### config.mk
export PLATFORM = sky130hd
export DESIGN_NAME = sprite_renderer_flat
export DESIGN_NICKNAME = d
export VERILOG_FILES = /design/src/rtl/sprite_renderer_if.sv /design/src/rtl/sprite_renderer.sv /design/src/flat_wrapper.sv
export SDC_FILE = /design/constraint.sdc
export NUM_CORES = 1
export LEC_CHECK = 0
export CORE_MARGIN = 3
export CORE_UTILIZATION = 35
export DETAILED_ROUTE_END_ITERATION = 8
export PLACE_DENSITY = 0.51
export SYNTH_ARGS = -nofsm -noshare
export SYNTH_HDL_FRONTEND = slang
export SYNTH_SLANG_ARGS = --single-unit
### constraint.sdc
create_clock -name clock -period 7.39 [get_ports clock]
set_input_delay 1.478 -clock clock [delete_from_list [all_inputs] [get_ports clock]]
set_output_delay 1.478 -clock clock [all_outputs]
set_load 0.05 [all_outputs]
### src/rtl/sprite_renderer_if.sv
`default_nettype none
// ============================================================================
// Module  : sprite_renderer_if
// Purpose : Control/pixel bundle between the game controller and the sprite
//           renderer (frame request, per-slot object data, VGA pixel stream).
// Rev     : 1.0  initial release
// ============================================================================
interface sprite_renderer_if #(
  parameter int NUM_OBJ  = 4,
  parameter int X_W      = 8,
  parameter int Y_W      = 7,
  parameter int COLOUR_W = 3
);
  logic                         draw;
  logic [NUM_OBJ*X_W-1:0]       obj_x;
  logic [NUM_OBJ*Y_W-1:0]       obj_y;
  logic [NUM_OBJ*COLOUR_W-1:0]  obj_colour;
  logic [NUM_OBJ-1:0]           obj_valid;
  logic [X_W-1:0]               vga_x;
  logic [Y_W-1:0]               vga_y;
  logic [COLOUR_W-1:0]          vga_colour;
  logic                         vga_plot;
  logic                         finish_drawing;
  logic                         busy;

  modport master (
    output draw, obj_x, obj_y, obj_colour, obj_valid,
    input  vga_x, vga_y, vga_colour, vga_plot, finish_drawing, busy
  );

  modport slave (
    input  draw, obj_x, obj_y, obj_colour, obj_valid,
    output vga_x, vga_y, vga_colour, vga_plot, finish_drawing, busy
  );
endinterface
`default_nettype wire

### src/rtl/sprite_renderer.sv
`default_nettype none
// ============================================================================
// Module  : sprite_renderer
// Purpose : Per frame, erases every object's previous square then paints its
//           current square, one pixel per cycle, and pulses finish_drawing.
// Rev     : 1.0  initial release
// ============================================================================
module sprite_renderer #(
  parameter int NUM_OBJ   = 4,
  parameter int SIZE      = 4,
  parameter int X_W       = 8,
  parameter int Y_W       = 7,
  parameter int COLOUR_W  = 3,
  parameter int X_MAX     = 159,
  parameter int Y_MAX     = 119,
  parameter int BG_COLOUR = 0
) (
  input  logic             clock,
  input  logic             reset,
  sprite_renderer_if.slave bus
);
  localparam int c_slot_w = (NUM_OBJ > 1) ? $clog2(NUM_OBJ) : 1;
  localparam int c_d_w    = (SIZE > 1) ? $clog2(SIZE) : 1;
  localparam logic [c_slot_w-1:0] c_last_slot = c_slot_w'(NUM_OBJ - 1);
  localparam logic [c_d_w-1:0]    c_last_d    = c_d_w'(SIZE - 1);
  localparam logic [X_W:0]        c_x_max     = (X_W + 1)'(X_MAX);
  localparam logic [Y_W:0]        c_y_max     = (Y_W + 1)'(Y_MAX);

  typedef enum logic [2:0] {
    S_IDLE  = 3'd0,
    S_LOAD  = 3'd1,
    S_ERASE = 3'd2,
    S_PAINT = 3'd3,
    S_DONE  = 3'd4,
    S_HOLD  = 3'd5
  } state_t;

  state_t                      r_state;
  logic [c_slot_w-1:0]         r_slot;
  logic [c_d_w-1:0]            r_dx;
  logic [c_d_w-1:0]            r_dy;
  logic [NUM_OBJ*X_W-1:0]      r_new_x;
  logic [NUM_OBJ*Y_W-1:0]      r_new_y;
  logic [NUM_OBJ*COLOUR_W-1:0] r_new_colour;
  logic [NUM_OBJ-1:0]          r_new_valid;
  logic [NUM_OBJ*X_W-1:0]      r_old_x;
  logic [NUM_OBJ*Y_W-1:0]      r_old_y;
  logic [NUM_OBJ-1:0]          r_old_valid;

  logic            w_erase;
  logic            w_sweep;
  logic [X_W-1:0]  w_base_x;
  logic [Y_W-1:0]  w_base_y;
  logic [X_W:0]    w_sum_x;
  logic [Y_W:0]    w_sum_y;
  logic            w_slot_valid;
  logic            w_on_screen;
  logic            w_slot_end;

  assign w_erase = (r_state == S_ERASE);
  assign w_sweep = w_erase || (r_state == S_PAINT);

  // Erase walks the shadow copy of last frame; paint walks the latched frame.
  always_comb begin
    w_base_x     = w_erase ? r_old_x[r_slot*X_W +: X_W] : r_new_x[r_slot*X_W +: X_W];
    w_base_y     = w_erase ? r_old_y[r_slot*Y_W +: Y_W] : r_new_y[r_slot*Y_W +: Y_W];
    w_slot_valid = w_erase ? r_old_valid[r_slot] : r_new_valid[r_slot];
    w_sum_x      = {1'b0, w_base_x} + (X_W + 1)'(r_dx);
    w_sum_y      = {1'b0, w_base_y} + (Y_W + 1)'(r_dy);
    w_on_screen  = (w_sum_x <= c_x_max) && (w_sum_y <= c_y_max);
    w_slot_end   = !w_slot_valid || ((r_dx == c_last_d) && (r_dy == c_last_d));
  end

  assign bus.vga_x          = w_sweep ? w_sum_x[X_W-1:0] : '0;
  assign bus.vga_y          = w_sweep ? w_sum_y[Y_W-1:0] : '0;
  assign bus.vga_colour     = (r_state == S_PAINT) ? r_new_colour[r_slot*COLOUR_W +: COLOUR_W] :
                              (w_erase ? COLOUR_W'(BG_COLOUR) : '0);
  assign bus.vga_plot       = w_sweep && w_slot_valid && w_on_screen;
  assign bus.finish_drawing = (r_state == S_DONE);
  assign bus.busy           = (r_state != S_IDLE) && (r_state != S_HOLD);

  always_ff @(posedge clock) begin
    if (!reset) begin
      r_state      <= S_IDLE;
      r_slot       <= '0;
      r_dx         <= '0;
      r_dy         <= '0;
      r_new_x      <= '0;
      r_new_y      <= '0;
      r_new_colour <= '0;
      r_new_valid  <= '0;
      r_old_x      <= '0;
      r_old_y      <= '0;
      r_old_valid  <= '0;
    end else begin
      case (r_state)
        S_IDLE: if (bus.draw) r_state <= S_LOAD;
        S_LOAD: begin
          r_new_x      <= bus.obj_x;
          r_new_y      <= bus.obj_y;
          r_new_colour <= bus.obj_colour;
          r_new_valid  <= bus.obj_valid;
          r_slot       <= '0;
          r_dx         <= '0;
          r_dy         <= '0;
          r_state      <= S_ERASE;
        end
        S_ERASE, S_PAINT: begin
          if (w_slot_end) begin
            r_dx <= '0;
            r_dy <= '0;
            if (r_slot == c_last_slot) begin
              r_slot <= '0;
              if (w_erase) begin
                r_state <= S_PAINT;
              end else begin
                // What was just painted is what next frame must erase.
                r_old_x     <= r_new_x;
                r_old_y     <= r_new_y;
                r_old_valid <= r_new_valid;
                r_state     <= S_DONE;
              end
            end else begin
              r_slot <= r_slot + 1'b1;
            end
          end else if (r_dx == c_last_d) begin
            r_dx <= '0;
            r_dy <= r_dy + 1'b1;
          end else begin
            r_dx <= r_dx + 1'b1;
          end
        end
        S_DONE:  r_state <= S_HOLD;
        S_HOLD:  if (!bus.draw) r_state <= S_IDLE;
        default: r_state <= S_IDLE;
      endcase
    end
  end
endmodule
`default_nettype wire

### src/flat_wrapper.sv
// flat-port wrapper written by rule: the top's interface ports become plain ports
module sprite_renderer_flat 
#(
  parameter int NUM_OBJ   = 4,
  parameter int SIZE      = 4,
  parameter int X_W       = 8,
  parameter int Y_W       = 7,
  parameter int COLOUR_W  = 3,
  parameter int X_MAX     = 159,
  parameter int Y_MAX     = 119,
  parameter int BG_COLOUR = 0
)
  (clock, reset, bus_draw, bus_obj_x, bus_obj_y, bus_obj_colour, bus_obj_valid, bus_vga_x, bus_vga_y, bus_vga_colour, bus_vga_plot, bus_finish_drawing, bus_busy);
  sprite_renderer_if #(.NUM_OBJ(NUM_OBJ), .X_W(X_W), .Y_W(Y_W), .COLOUR_W(COLOUR_W)) bus_i ();
  input  logic clock;
  input  logic reset;
  input wire logic [$bits(bus_i.draw)-1:0] bus_draw;
  input wire logic [$bits(bus_i.obj_x)-1:0] bus_obj_x;
  input wire logic [$bits(bus_i.obj_y)-1:0] bus_obj_y;
  input wire logic [$bits(bus_i.obj_colour)-1:0] bus_obj_colour;
  input wire logic [$bits(bus_i.obj_valid)-1:0] bus_obj_valid;
  output wire logic [$bits(bus_i.vga_x)-1:0] bus_vga_x;
  output wire logic [$bits(bus_i.vga_y)-1:0] bus_vga_y;
  output wire logic [$bits(bus_i.vga_colour)-1:0] bus_vga_colour;
  output wire logic [$bits(bus_i.vga_plot)-1:0] bus_vga_plot;
  output wire logic [$bits(bus_i.finish_drawing)-1:0] bus_finish_drawing;
  output wire logic [$bits(bus_i.busy)-1:0] bus_busy;
  assign bus_i.draw = bus_draw;
  assign bus_i.obj_x = bus_obj_x;
  assign bus_i.obj_y = bus_obj_y;
  assign bus_i.obj_colour = bus_obj_colour;
  assign bus_i.obj_valid = bus_obj_valid;
  assign bus_vga_x = bus_i.vga_x;
  assign bus_vga_y = bus_i.vga_y;
  assign bus_vga_colour = bus_i.vga_colour;
  assign bus_vga_plot = bus_i.vga_plot;
  assign bus_finish_drawing = bus_i.finish_drawing;
  assign bus_busy = bus_i.busy;
  sprite_renderer #(.NUM_OBJ(NUM_OBJ), .SIZE(SIZE), .X_W(X_W), .Y_W(Y_W), .COLOUR_W(COLOUR_W), .X_MAX(X_MAX), .Y_MAX(Y_MAX), .BG_COLOUR(BG_COLOUR)) u_core (.clock(clock), .reset(reset), .bus(bus_i));
endmodule
## After elaboration in Yosys (flattened, before gate mapping)

Index checks and enable logic that the tools add are counted.

- Shift-type cells: 5
- Magnitude comparators: 3
- Multiplexer cells: 25
- Reductions and logical operators: 16
- Equal/unequal tests: 14
- Add/subtract/negate cells: 5
- Bitwise gates (word level): 1
- Multiply operators: 2

Operators with widths:

| kind | count |
|---|---|
| indexed part select 32 x 6 -> 8 bit | 2 |
| indexed part select 28 x 6 -> 7 bit | 2 |
| 2-to-1 mux 3 bit | 6 |
| 2-to-1 mux 8 bit | 2 |
| case mux 3 bit (5 select lines) | 1 |
| 2-to-1 mux 7 bit | 2 |
| 2-to-1 mux 2 bit | 6 |
| case mux 2 bit (2 select lines) | 3 |
| indexed part select 12 x 5 -> 3 bit | 1 |
| adder 8 x 2 -> 9 bit | 1 |
| <= comparator 9 x 8 -> 1 bit, second input constant | 1 |
| adder 7 x 2 -> 8 bit | 1 |
| <= comparator 8 x 7 -> 1 bit, second input constant | 1 |
| AND reduction 4 bit | 2 |
| adder 2 x 1 -> 2 bit, second input constant | 3 |
| == test 2 bit, second input constant | 3 |
| == test 3 x 2 -> 1 bit, second input constant | 2 |
| == test 3 bit, second input constant | 2 |
| logical AND 1 bit | 5 |
| multiplier 2 x 3 -> 5 bit, second input constant | 1 |
| binary-select mux 1 bit (select 2 bit) | 2 |
| multiplier 2 x 2 -> 4 bit, second input constant | 1 |
| inequality test 2 x 1 -> 1 bit, second input constant | 2 |
| inequality test 2 bit, second input constant | 2 |
| 13 further kinds | 17 |

- Bits of input ports: 79
- Flip-flop bits (word level): 149

## Depth between registers and ports, before layout

Gate-level depths: netlist of run 1.

- Word-level depth: 7
- Gate-level depth with buffers: 13
- Depth with buffers taken out: 10

## Least setup slack after synthesis of run 1

Ideal clock, no wire load.

- Path type: flip-flop to output port
- Start: register u_core.r_state[1]
- End: output bus_vga_y[6]
- Slack: 2.168 ns
- Arrival time: 3.744 ns
- Cell stages (with the launch flop): 12
- Data required time: 5.912 ns
- Buffers on the path: 2
- Cells stage by stage: dfxtp_1 nor3b_4 buf_6 buf_2 mux4_2 mux2_2 ha_1 inv_1 fa_1 or2_2 o31a_1 nor3_1

- Longest elaborated chain between the ends: 4

Ends and longest elaborated chain:

| what | RTL line | text |
|---|---|---|
| start: declaration | sprite_renderer.sv:38 | `state_t r_state;` |
| start signal: assignment | sprite_renderer.sv:84 | `r_state <= S_IDLE;` |
| start signal: assignment | sprite_renderer.sv:97 | `S_IDLE: if (bus.draw) r_state <= S_LOAD;` |
| start signal: assignment | sprite_renderer.sv:106 | `r_state <= S_ERASE;` |
| == test 3 x 2 -> 1 bit | sprite_renderer.sv:60 | `assign w_erase = (r_state == S_ERASE);` |
| 2-to-1 mux 7 bit | sprite_renderer.sv:66 | `w_base_y = w_erase ? r_old_y[r_slot*Y_W +: Y_W] : r_new_y[r_slot*Y_W +: Y_W];` |
| adder 7 x 2 -> 8 bit | sprite_renderer.sv:69 | `w_sum_y = {1'b0, w_base_y} + (Y_W + 1)'(r_dy);` |
| 2-to-1 mux 7 bit (*) | sprite_renderer.sv:75 | `assign bus.vga_y = w_sweep ? w_sum_y[Y_W-1:0] : '0;` |
| end: declaration | flat_wrapper.sv:23 | `output wire logic [$bits(bus_i.vga_y)-1:0] bus_vga_y;` |

Every way passes the cells marked *; elsewhere a longest branch is shown, timed or not.

## Worst setup path in the final report of run 1

- Start: register u_core.r_state[0]
- End: output bus_vga_y[6]

The elaborated chain is that of the path after synthesis.

==> impl_metrics.json, run 1 <==
{
  "finalSetupViolCount": 0,
  "fp.dieH_um": 150,
  "clk_pin_slew_ps": 60,
  "syn_avg_cell_area_um2": 8.87,
  "wl_per_cell_um": 15.8,
  "cts_setup_buffers": 0,
  "cts_resized": 0,
  "drive_gt1_frac": 0.103,
  "syn_inst": 815,
  "holdBufCountCts": 0,
  "max_freq_ghz": 0.159,
  "final_common_cell": "nand2_1",
  "io_buffers": 99,
  "antenna_cells": 0,
  "routed_wirelength_um": 18200,
  "vias_per_cell": 4.95,
  "cts_root_buffer": "clkbuf_16",
  "grt_start_max_net_pins": 107,
  "synth_nets": 903,
  "antenna_left": 0,
  "ios": 100,
  "synth.yosys.seq_area_share": 0.413,
  "worstSetupPathType": "flop to output port",
  "cts.sink_count": 149,
  "drc": 0,
  "gp_congestion": 0.762,
  "synth_area_um2": 7230,
  "crit_path_end_kind": "output port",
  "cts_tree": "yes",
  "cts_buffer_depth": 2,
  "report.final.slew_viol_count": 0,
  "hpwl_um": 12600,
  "fill_cells": 1935,
  "hold_class": "flop to flop",
  "vias": 5724,
  "min_period_ps": 6290,
  "cp.required_ps": 5910,
  "initial_core_util": 0.364,
  "finalHoldViolCount": 0,
  "yosys_warnings": 0,
  "layout.nets": 967,
  "grt_pass1_vias": 5774,
  "die_x_um": 150,
  "status": "complete, no violations",
  "synth_cell_type_count": 51,
  "cp-start-kind": "flop",
  "syn_to_final_growth_pct": 24.0,
  "finalSetupTns_ps": 0,
  "overflow": 0,
  "clock_skew_ps": 12.3,
  "fin_cells": 1157,
  "drtIter0Drc": 336,
  "dieArea_um2": 22400,
  "grt_pass1_wl_um": 29700,
  "core_um2": 19800,
  "final_cell_mix": "nand2_1, dfxtp_1, a21boi_0",
  "antenna_found_initial": 0,
  "synthFlopType": "dfxtp_1",
  "synth_edf_count": 0,
  "synth-async-reset-ratio": 0,
  "cts_inserted_buffers": 17,
  "grt_usage": 0.168,
  "slew_headroom": 0.266,
  "ir_drop_mv": 0.141,
  "core.rowCount": 51,
  "arrival_ps": 4810,
  "p_leak_nw": 2.89,
  "place_inst": 1125,
  "htreeDepth": 4,
  "rsz0062_at_grt": "no",
  "cap_violations": 0,
  "firstDrtPassIters": 4,
  "post-route-period-util": 0.852,
  "power_density_nw_per_um2": 247,
  "clkLatencyLatePin_ps": 410,
  "cp_max_fo": 21,
  "tightestPinTransition_ps": 1100,
  "ys_ff_latch": 149
}
==> sequential cells by signal, summed over array words and instances (netlist names) <==
name,cells
u_core.r_new_y,28
u_core.r_old_x,32
u_core.r_new_x,32
u_core.r_dy,2
u_core.r_slot,2
u_core.r_dx,2
u_core.r_state,3
u_core.r_old_valid,4
u_core.r_new_valid,4
u_core.r_new_colour,12
u_core.r_old_y,28
==> path summary, 6_finish.rpt <==
| path | cells past startpoint | from | slack, ps | end |
|---|---|---|---|---|
| worst min register to register | 2 | u_core.r_old_y[13] | 460 | u_core.r_old_y[13] |
| worst max register to register | 7 | u_core.r_slot[0] | 3750 | u_core.r_old_y[27] |
| worst min-delay path | 2 | u_core.r_old_y[13] | 460 | u_core.r_old_y[13] |
| worst max-delay path | 11 | u_core.r_state[0] | 1100 | bus_vga_y[6] |
==> worst max-delay path, stage by stage, from the launching register on <==
cell and delay [ps]:
dfxtp_1 530, nor3b_4 880, buf_4 380, mux4_2 220, mux2_2 140, ha_1 170, inv_1 60, fa_1 450
or2_2 340, o31a_1 240, nor3_1 140, clkdlybuf4s50_1 840
==> routing by layer <==
metal / global-route usage / vias to the layer above / share of wire
li1: - / 2878 / -
met1: 0.233 / 2745 / 0.49
met2: 0.267 / 95 / 0.47
met3: 0.0285 / 6 / 0.038
met4: 0.0517 / 0 / 0.0064
met5: 0 / - / 0
==> report_power, final <==
group	internal (W)	switching [W]	leakage [nW]
registers	0.000860	0.0000647	1.21
logic	0.000163	0.000202	1.39
clock network	0.000578	0.000347	0.296
total	0.00160	0.000614	2.89
==> synthesized netlist by cell type (6+ instances only) <==
master	number	area, um2
xor2_1	6	52.6
mux2i_1	24	240
mux4_2	31	698
a21boi_0	146	1100
buf_2	11	55.1
nor2_1	20	75.1
nand2_1	289	1080
clkbuf_1	43	161
inv_1	8	30.0
dfxtp_1	149	2980
ha_1	7	87.6
==> metrics by stage <==
step | total power (W) | worst slack, ps | utilization | area, um2 | hold WS (ps)
2_1_floorplan | 0.00118 | 2170 | - | 7230 | 440
3_3_place_gp | 0.00130 | 1540 | 0.420 | 8330 | 449
3_5_place_dp | 0.00132 | 1480 | 0.420 | 8330 | 459
4_1_cts | 0.00225 | 1010 | 0.452 | 8960 | 468
5_1_grt | 0.00233 | 750 | 0.452 | 8960 | 480
6_report | 0.00222 | 1100 | 0.452 | 8960 | 464
==> final cells by class <==
type	count	area [um2]	share of cell area
inverter	8	30.0	0.00335
tap	265	332	0.0370
timing repair buffer	107	1050	0.117
clock buffer	18	439	0.0490
clock inverter	14	198	0.0221
sequential	149	2980	0.333
multi-input combinational	596	3930	0.439
==> cells by family after synthesis <==
kind of cell,synth area share
multiplexers,0.138
AND/OR/NAND/NOR,0.200
AO/OA/AOI/OAI,0.176
buffers and inverters,0.0441
XOR/XNOR,0.0121
adder cells (fa/ha/maj),0.0177
flip-flops,0.413
Note: power is estimated with default switching activity, not from simulation.
==> inputs of run 2 (changes only) <==
==> constraint.sdc (replaced) <==
create_clock -name clock -period 6 [get_ports clock]
set_input_delay 1.2 -clock clock [delete_from_list [all_inputs] [get_ports clock]]
set_output_delay 1.2 -clock clock [all_outputs]
set_load 0.05 [all_outputs]
==> impl_metrics.json, run 2 (synthesized netlist as in run 1, its figures left out) <==
{
  "status": "complete, no violations",
  "r2r_end": "u_core.r_old_valid[3]",
  "gp_congestion": 0.763,
  "cp_cell_sequence": "buf_4, mux4_2, mux2_2, ha_1, inv_1, fa_1, nor4_1, nor3_1, clkdlybuf4s50_1",
  "final_cell_mix": "nand2_1, dfxtp_1, a21boi_0",
  "final_common_cell": "nand2_1",
  "pre_cts_slack_ps": 1000,
  "cts_setup_buffers": 0,
  "slowest_delay_ps": 1030,
  "cts_tree": "yes",
  "initial_core_util": 0.364,
  "grt_pass1_vias": 5733,
  "antenna_left": 0,
  "place_inst": 1126,
  "clk_pin_slew_ps": 70,
  "dieArea_um2": 22400,
  "hold_slack_ps": 461,
  "finalSetupTns_ps": 0,
  "core.rowCount": 51,
  "vias": 5749,
  "finalSetupViolCount": 0,
  "io_buffers": 99,
  "drc": 0,
  "hold_class": "flop to flop",
  "routed_wirelength_um": 18400,
  "power_density_nw_per_um2": 296,
  "cts_root_buffer": "clkbuf_16",
  "htreeDepth": 4,
  "post-route-period-util": 0.902,
  "report.final.slew_viol_count": 0,
  "tightestPinTransition_ps": 1060,
  "crit_path_end_kind": "output port",
  "min_period_ps": 5410,
  "fp.dieH_um": 150,
  "cp.required_ps": 4800,
  "hpwl_um": 12600,
  "clkLatencyLatePin_ps": 420,
  "firstDrtPassIters": 5,
  "cts_resized": 0,
  "cts_buffer_depth": 2,
  "reg_top3": "u_core.r_new_x x32, u_core.r_old_x x32",
  "wl_per_cell_um": 15.9,
  "core_um2": 19800,
  "cp_max_fo": 31,
  "finalHoldViolCount": 0,
  "regArea_um2": 2980,
  "die_x_um": 150,
  "multi_input_area_um2": 3940,
  "drive_gt1_frac": 0.109,
  "max_freq_ghz": 0.185,
  "drtIter0Drc": 269,
  "ios": 100,
  "layout.nets": 968,
  "timing.final.ws_setup_ps": 586,
  "syn_to_final_growth_pct": 23.3,
  "holdBufCountCts": 0,
  "crit_family": "buffers and inverters",
  "fill_cells": 1927,
  "ir_drop_mv": 0.160,
  "hold_depth": 2,
  "arrival_ps": 4210,
  "min_to": "u_core.r_old_x[19]",
  "placed_cell_area_um2": 8330,
  "cts.sink_count": 149,
  "ff2ff_path_depth": 7,
  "cp-start-kind": "flop",
  "rsz0062_at_grt": "no",
  "regToRegStartpoint": "u_core.r_slot[0]",
  "grt_start_max_net_pins": 79,
  "worstSetupPathType": "flop to output port",
  "rrSetupSlack_ps": 2820,
  "cap_violations": 0,
  "final_cell_area_um2": 8910,
  "antenna_cells": 0,
  "p_leak_nw": 2.88,
  "grt_usage": 0.170,
  "cp_num_buf_inv": 3,
  "clock_skew_ps": 6.85,
  "min_from": "u_core.r_old_x[19]",
  "grt_pass1_wl_um": 30100,
  "overflow": 0,
  "slew_headroom": 0.293,
  "antenna_found_initial": 0,
  "vias_per_cell": 4.96,
  "cp_slowest_cell": "dfxtp_2",
  "cts_inserted_buffers": 17,
  "fin_cells": 1158
}
## run 2: changes by cell type in the layout (fill, tap and decap cells not counted)
cell | previous run | this run
inv_8 | 0 | 2
clkdlybuf4s50_1 | 98 | 94
clkinv_2 | 1 | 0
inv_6 | 4 | 3
nand2_4 | 0 | 1
clkinv_4 | 0 | 3
nand2_2 | 1 | 0
buf_4 | 9 | 14
bufinv_16 | 4 | 1
## run 2: how the worst max path moves through the flow
| stage | from | end | slack [ps] | depth (start not counted) |
|---|---|---|---|---|
| 2_1_floorplan | u_core.r_state[1] | bus_vga_y[6] | 1060 | 11 |
| 3_3_place_gp | u_core.r_slot[0] | bus_vga_x[3] | 1020 | 9 |
| 3_5_place_dp | u_core.r_slot[0] | bus_vga_x[4] | 1000 | 9 |
| 4_1_cts | u_core.r_slot[0] | bus_vga_x[4] | 540 | 9 |
| 5_1_grt | u_core.r_state[1] | bus_vga_y[3] | 370 | 10 |
| 6_report | u_core.r_slot[0] | bus_vga_x[4] | 590 | 9 |
## run 2: worst register-to-register path, cell delays in order, from the launching register on
cell	delay [ps]
dfxtp_2	1030
buf_4	390
mux4_2	380
nand2_1	100
and4_2	290
buf_4	570
nand2_1	160
a21boi_0	180
## run 2: layer usage
layer / track usage / up-vias / wire [um]
li1: - / 2884 / -
met1: 0.230 / 2742 / 8760
met2: 0.274 / 108 / 8640
met3: 0.0376 / 15 / 801
met4: 0.0476 / 0 / 230
met5: 0 / - / 0
## run 2: per-stage QoR
stage	power, W	util
CTS	0.00267	0.449
global placement	0.00161	0.420
floorplan	0.00146	-
finish	0.00263	0.449
detailed placement	0.00162	0.420
global route	0.00277	0.449
## run 2: power breakdown
| group | internal, W | switching [W] | leakage [nW] |
|---|---|---|---|
| Clock | 0.000593 | 0.000449 | 0.270 |
| Combinational | 0.000201 | 0.000257 | 1.40 |
| Sequential | 0.00106 | 0.0000749 | 1.21 |
| Total | 0.00185 | 0.000781 | 2.88 |
## run 2: area by class of cell
type / instances / share of cell area
multi-input combinational: 596 / 0.442
inverter: 8 / 0.00337
clock inverter: 14 / 0.0160
sequential: 149 / 0.335
timing repair buffer: 108 / 0.117
clock buffer: 18 / 0.0493
tap: 265 / 0.0372
==> inputs of run 3 (changes only) <==
--- a/config.mk
+++ b/config.mk
@@ -8,7 +8,6 @@
 export CORE_MARGIN = 3
 export CORE_UTILIZATION = 35
 export DETAILED_ROUTE_END_ITERATION = 8
-export PLACE_DENSITY = 0.51
 export SYNTH_ARGS = -nofsm -noshare
 export SYNTH_HDL_FRONTEND = slang
 export SYNTH_SLANG_ARGS = --single-unit
==> impl_metrics.json, run 3 (synthesized netlist as in run 1, its figures left out) <==
{
  "ios": 100,
  "power_w": 0.00259,
  "final_common_cell": "nand2_1",
  "cts_tree": "yes",
  "layout.nets": 969,
  "arrival_ps": 4370,
  "fp.dieH_um": 150,
  "dieArea_um2": 22400,
  "die_x_um": 150,
  "htreeDepth": 4,
  "reg_top3": "u_core.r_new_x x32, u_core.r_old_x x32",
  "rrSetupSlack_ps": 2850,
  "post-route-period-util": 0.928,
  "slowest_delay_ps": 820,
  "io_buffers": 99,
  "antenna_left": 0,
  "min_period_ps": 5570,
  "vias_per_cell": 4.84,
  "cts.sink_count": 149,
  "crit_path_end_kind": "output port",
  "grt_start_max_net_pins": 79,
  "gp_congestion": 0.737,
  "placed_cell_area_um2": 8340,
  "final_cell_area_um2": 8890,
  "overflow": 0,
  "cts_buffer_depth": 2,
  "cp_slowest_cell": "clkdlybuf4s50_1",
  "power_density_nw_per_um2": 292,
  "cts_setup_buffers": 0,
  "cts_resized": 0,
  "cp_max_fo": 13,
  "hpwl_um": 12000,
  "grt_usage": 0.166,
  "regToRegStartpoint": "u_core.r_slot[1]",
  "hold_depth": 2,
  "worstSetupPathType": "flop to output port",
  "cp_cell_sequence": "nor3b_4, buf_4, mux4_2, mux2_2, ha_1, inv_1, fa_1, nor3_1, xor2_1, nor2_1, clkdlybuf4s50_1",
  "cp-start-kind": "flop",
  "ir_drop_mv": 0.192,
  "slew_headroom": 0.366,
  "vias": 5602,
  "holdBufCountCts": 0,
  "cp.required_ps": 4800,
  "drive_gt1_frac": 0.109,
  "finalHoldViolCount": 0,
  "antenna_found_initial": 0,
  "max_freq_ghz": 0.180,
  "fill_cells": 1937,
  "min_to": "u_core.r_old_x[15]",
  "clk_pin_slew_ps": 60,
  "cts_inserted_buffers": 17,
  "core_um2": 19800,
  "drtIter0Drc": 295,
  "rsz0062_at_grt": "no",
  "grt_pass1_wl_um": 29400,
  "antenna_cells": 0,
  "drc": 0,
  "clock_skew_ps": 8.51,
  "hold_class": "flop to flop",
  "r2r_end": "u_core.r_old_y[14]",
  "finalSetupTns_ps": 0,
  "p_leak_nw": 2.88,
  "finalCoreUtilization": 0.448,
  "tightestPinTransition_ps": 951,
  "initial_core_util": 0.364,
  "final_cell_mix": "nand2_1, dfxtp_1, a21boi_0",
  "core.rowCount": 51,
  "cts_root_buffer": "clkbuf_16",
  "wl_per_cell_um": 15.4,
  "firstDrtPassIters": 4,
  "status": "complete, no violations",
  "ff2ff_path_depth": 6,
  "report.final.slew_viol_count": 0,
  "cap_violations": 0,
  "routed_wirelength_um": 17900,
  "clkLatencyLatePin_ps": 420,
  "syn_to_final_growth_pct": 23.0,
  "finalSetupViolCount": 0,
  "min_from": "u_core.r_old_x[15]",
  "startpoint": "u_core.r_state[1]",
  "grt_pass1_vias": 5621
}
==> run 3: cell types whose count changed in the layout (fill, tap and decap cells not counted) <==
| cell | previous run | this run |
|---|---|---|
| clkbuf_8 | 1 | 0 |
| clkinv_2 | 0 | 2 |
| buf_4 | 14 | 15 |
| inv_8 | 2 | 0 |
==> run 3: worst max-delay path, delay by kind of cell (launching register included) <==
| family | cells | cell delay, ps |
|---|---|---|
| DFF | 1 | 540 |
| muxes | 2 | 350 |
| xor gates and xnor gates | 1 | 110 |
| adders and majority gates | 2 | 630 |
| and+or+nand+nor | 3 | 1100 |
| buffers and inverters | 3 | 1190 |
==> run 3: metrics by stage <==
step,setup WS (ps),instances,hold slack [ps]
6_report,432,1158,464
5_1_grt,72.6,1158,480
4_1_cts,401,1158,464
3_5_place_dp,861,1127,455
3_3_place_gp,902,1127,449
2_1_floorplan,1060,815,440
==> run 3: cell type report <==
class                           instances  area (um2)  area share
Multi-Input combinational cell        596        3940       0.443
Sequential cell                       149        2980       0.336
Timing Repair Buffer                  109        1050       0.118
Clock buffer                           17         425      0.0478
Tap cell                              265         332      0.0373
Clock inverter                         14         130      0.0146
Inverter                                8        30.0     0.00338
==> run 3: where the power goes <==
part | leakage, nW | switching, W | internal [W] | total (W)
logic | 1.41 | 0.000253 | 0.000202 | 0.000454
registers | 1.21 | 0.0000749 | 0.00106 | 0.00113
clock network | 0.258 | 0.000435 | 0.000571 | 0.00101
total | 2.88 | 0.000763 | 0.00183 | 0.00259
==> run 3: per-layer routing <==
layer	global-route usage	wire, um	vias to the layer above
met1	0.236	9140	2616
met4	0.0508	225	0
met3	0.0303	653	14
li1	-	-	2879
met2	0.257	7850	93
met5	0	0	-
==> run 3: how the worst max path moves through the flow <==
| stage | slack, ps | cells after the start | end |
|---|---|---|---|
| global placement | 900 | 10 | bus_vga_y[3] |
| detailed placement | 860 | 10 | bus_vga_y[5] |
| floorplan | 1060 | 11 | bus_vga_y[6] |
| CTS | 400 | 11 | bus_vga_y[4] |
| finish | 430 | 11 | bus_vga_y[4] |
| global route | 70 | 11 | bus_vga_y[4] |
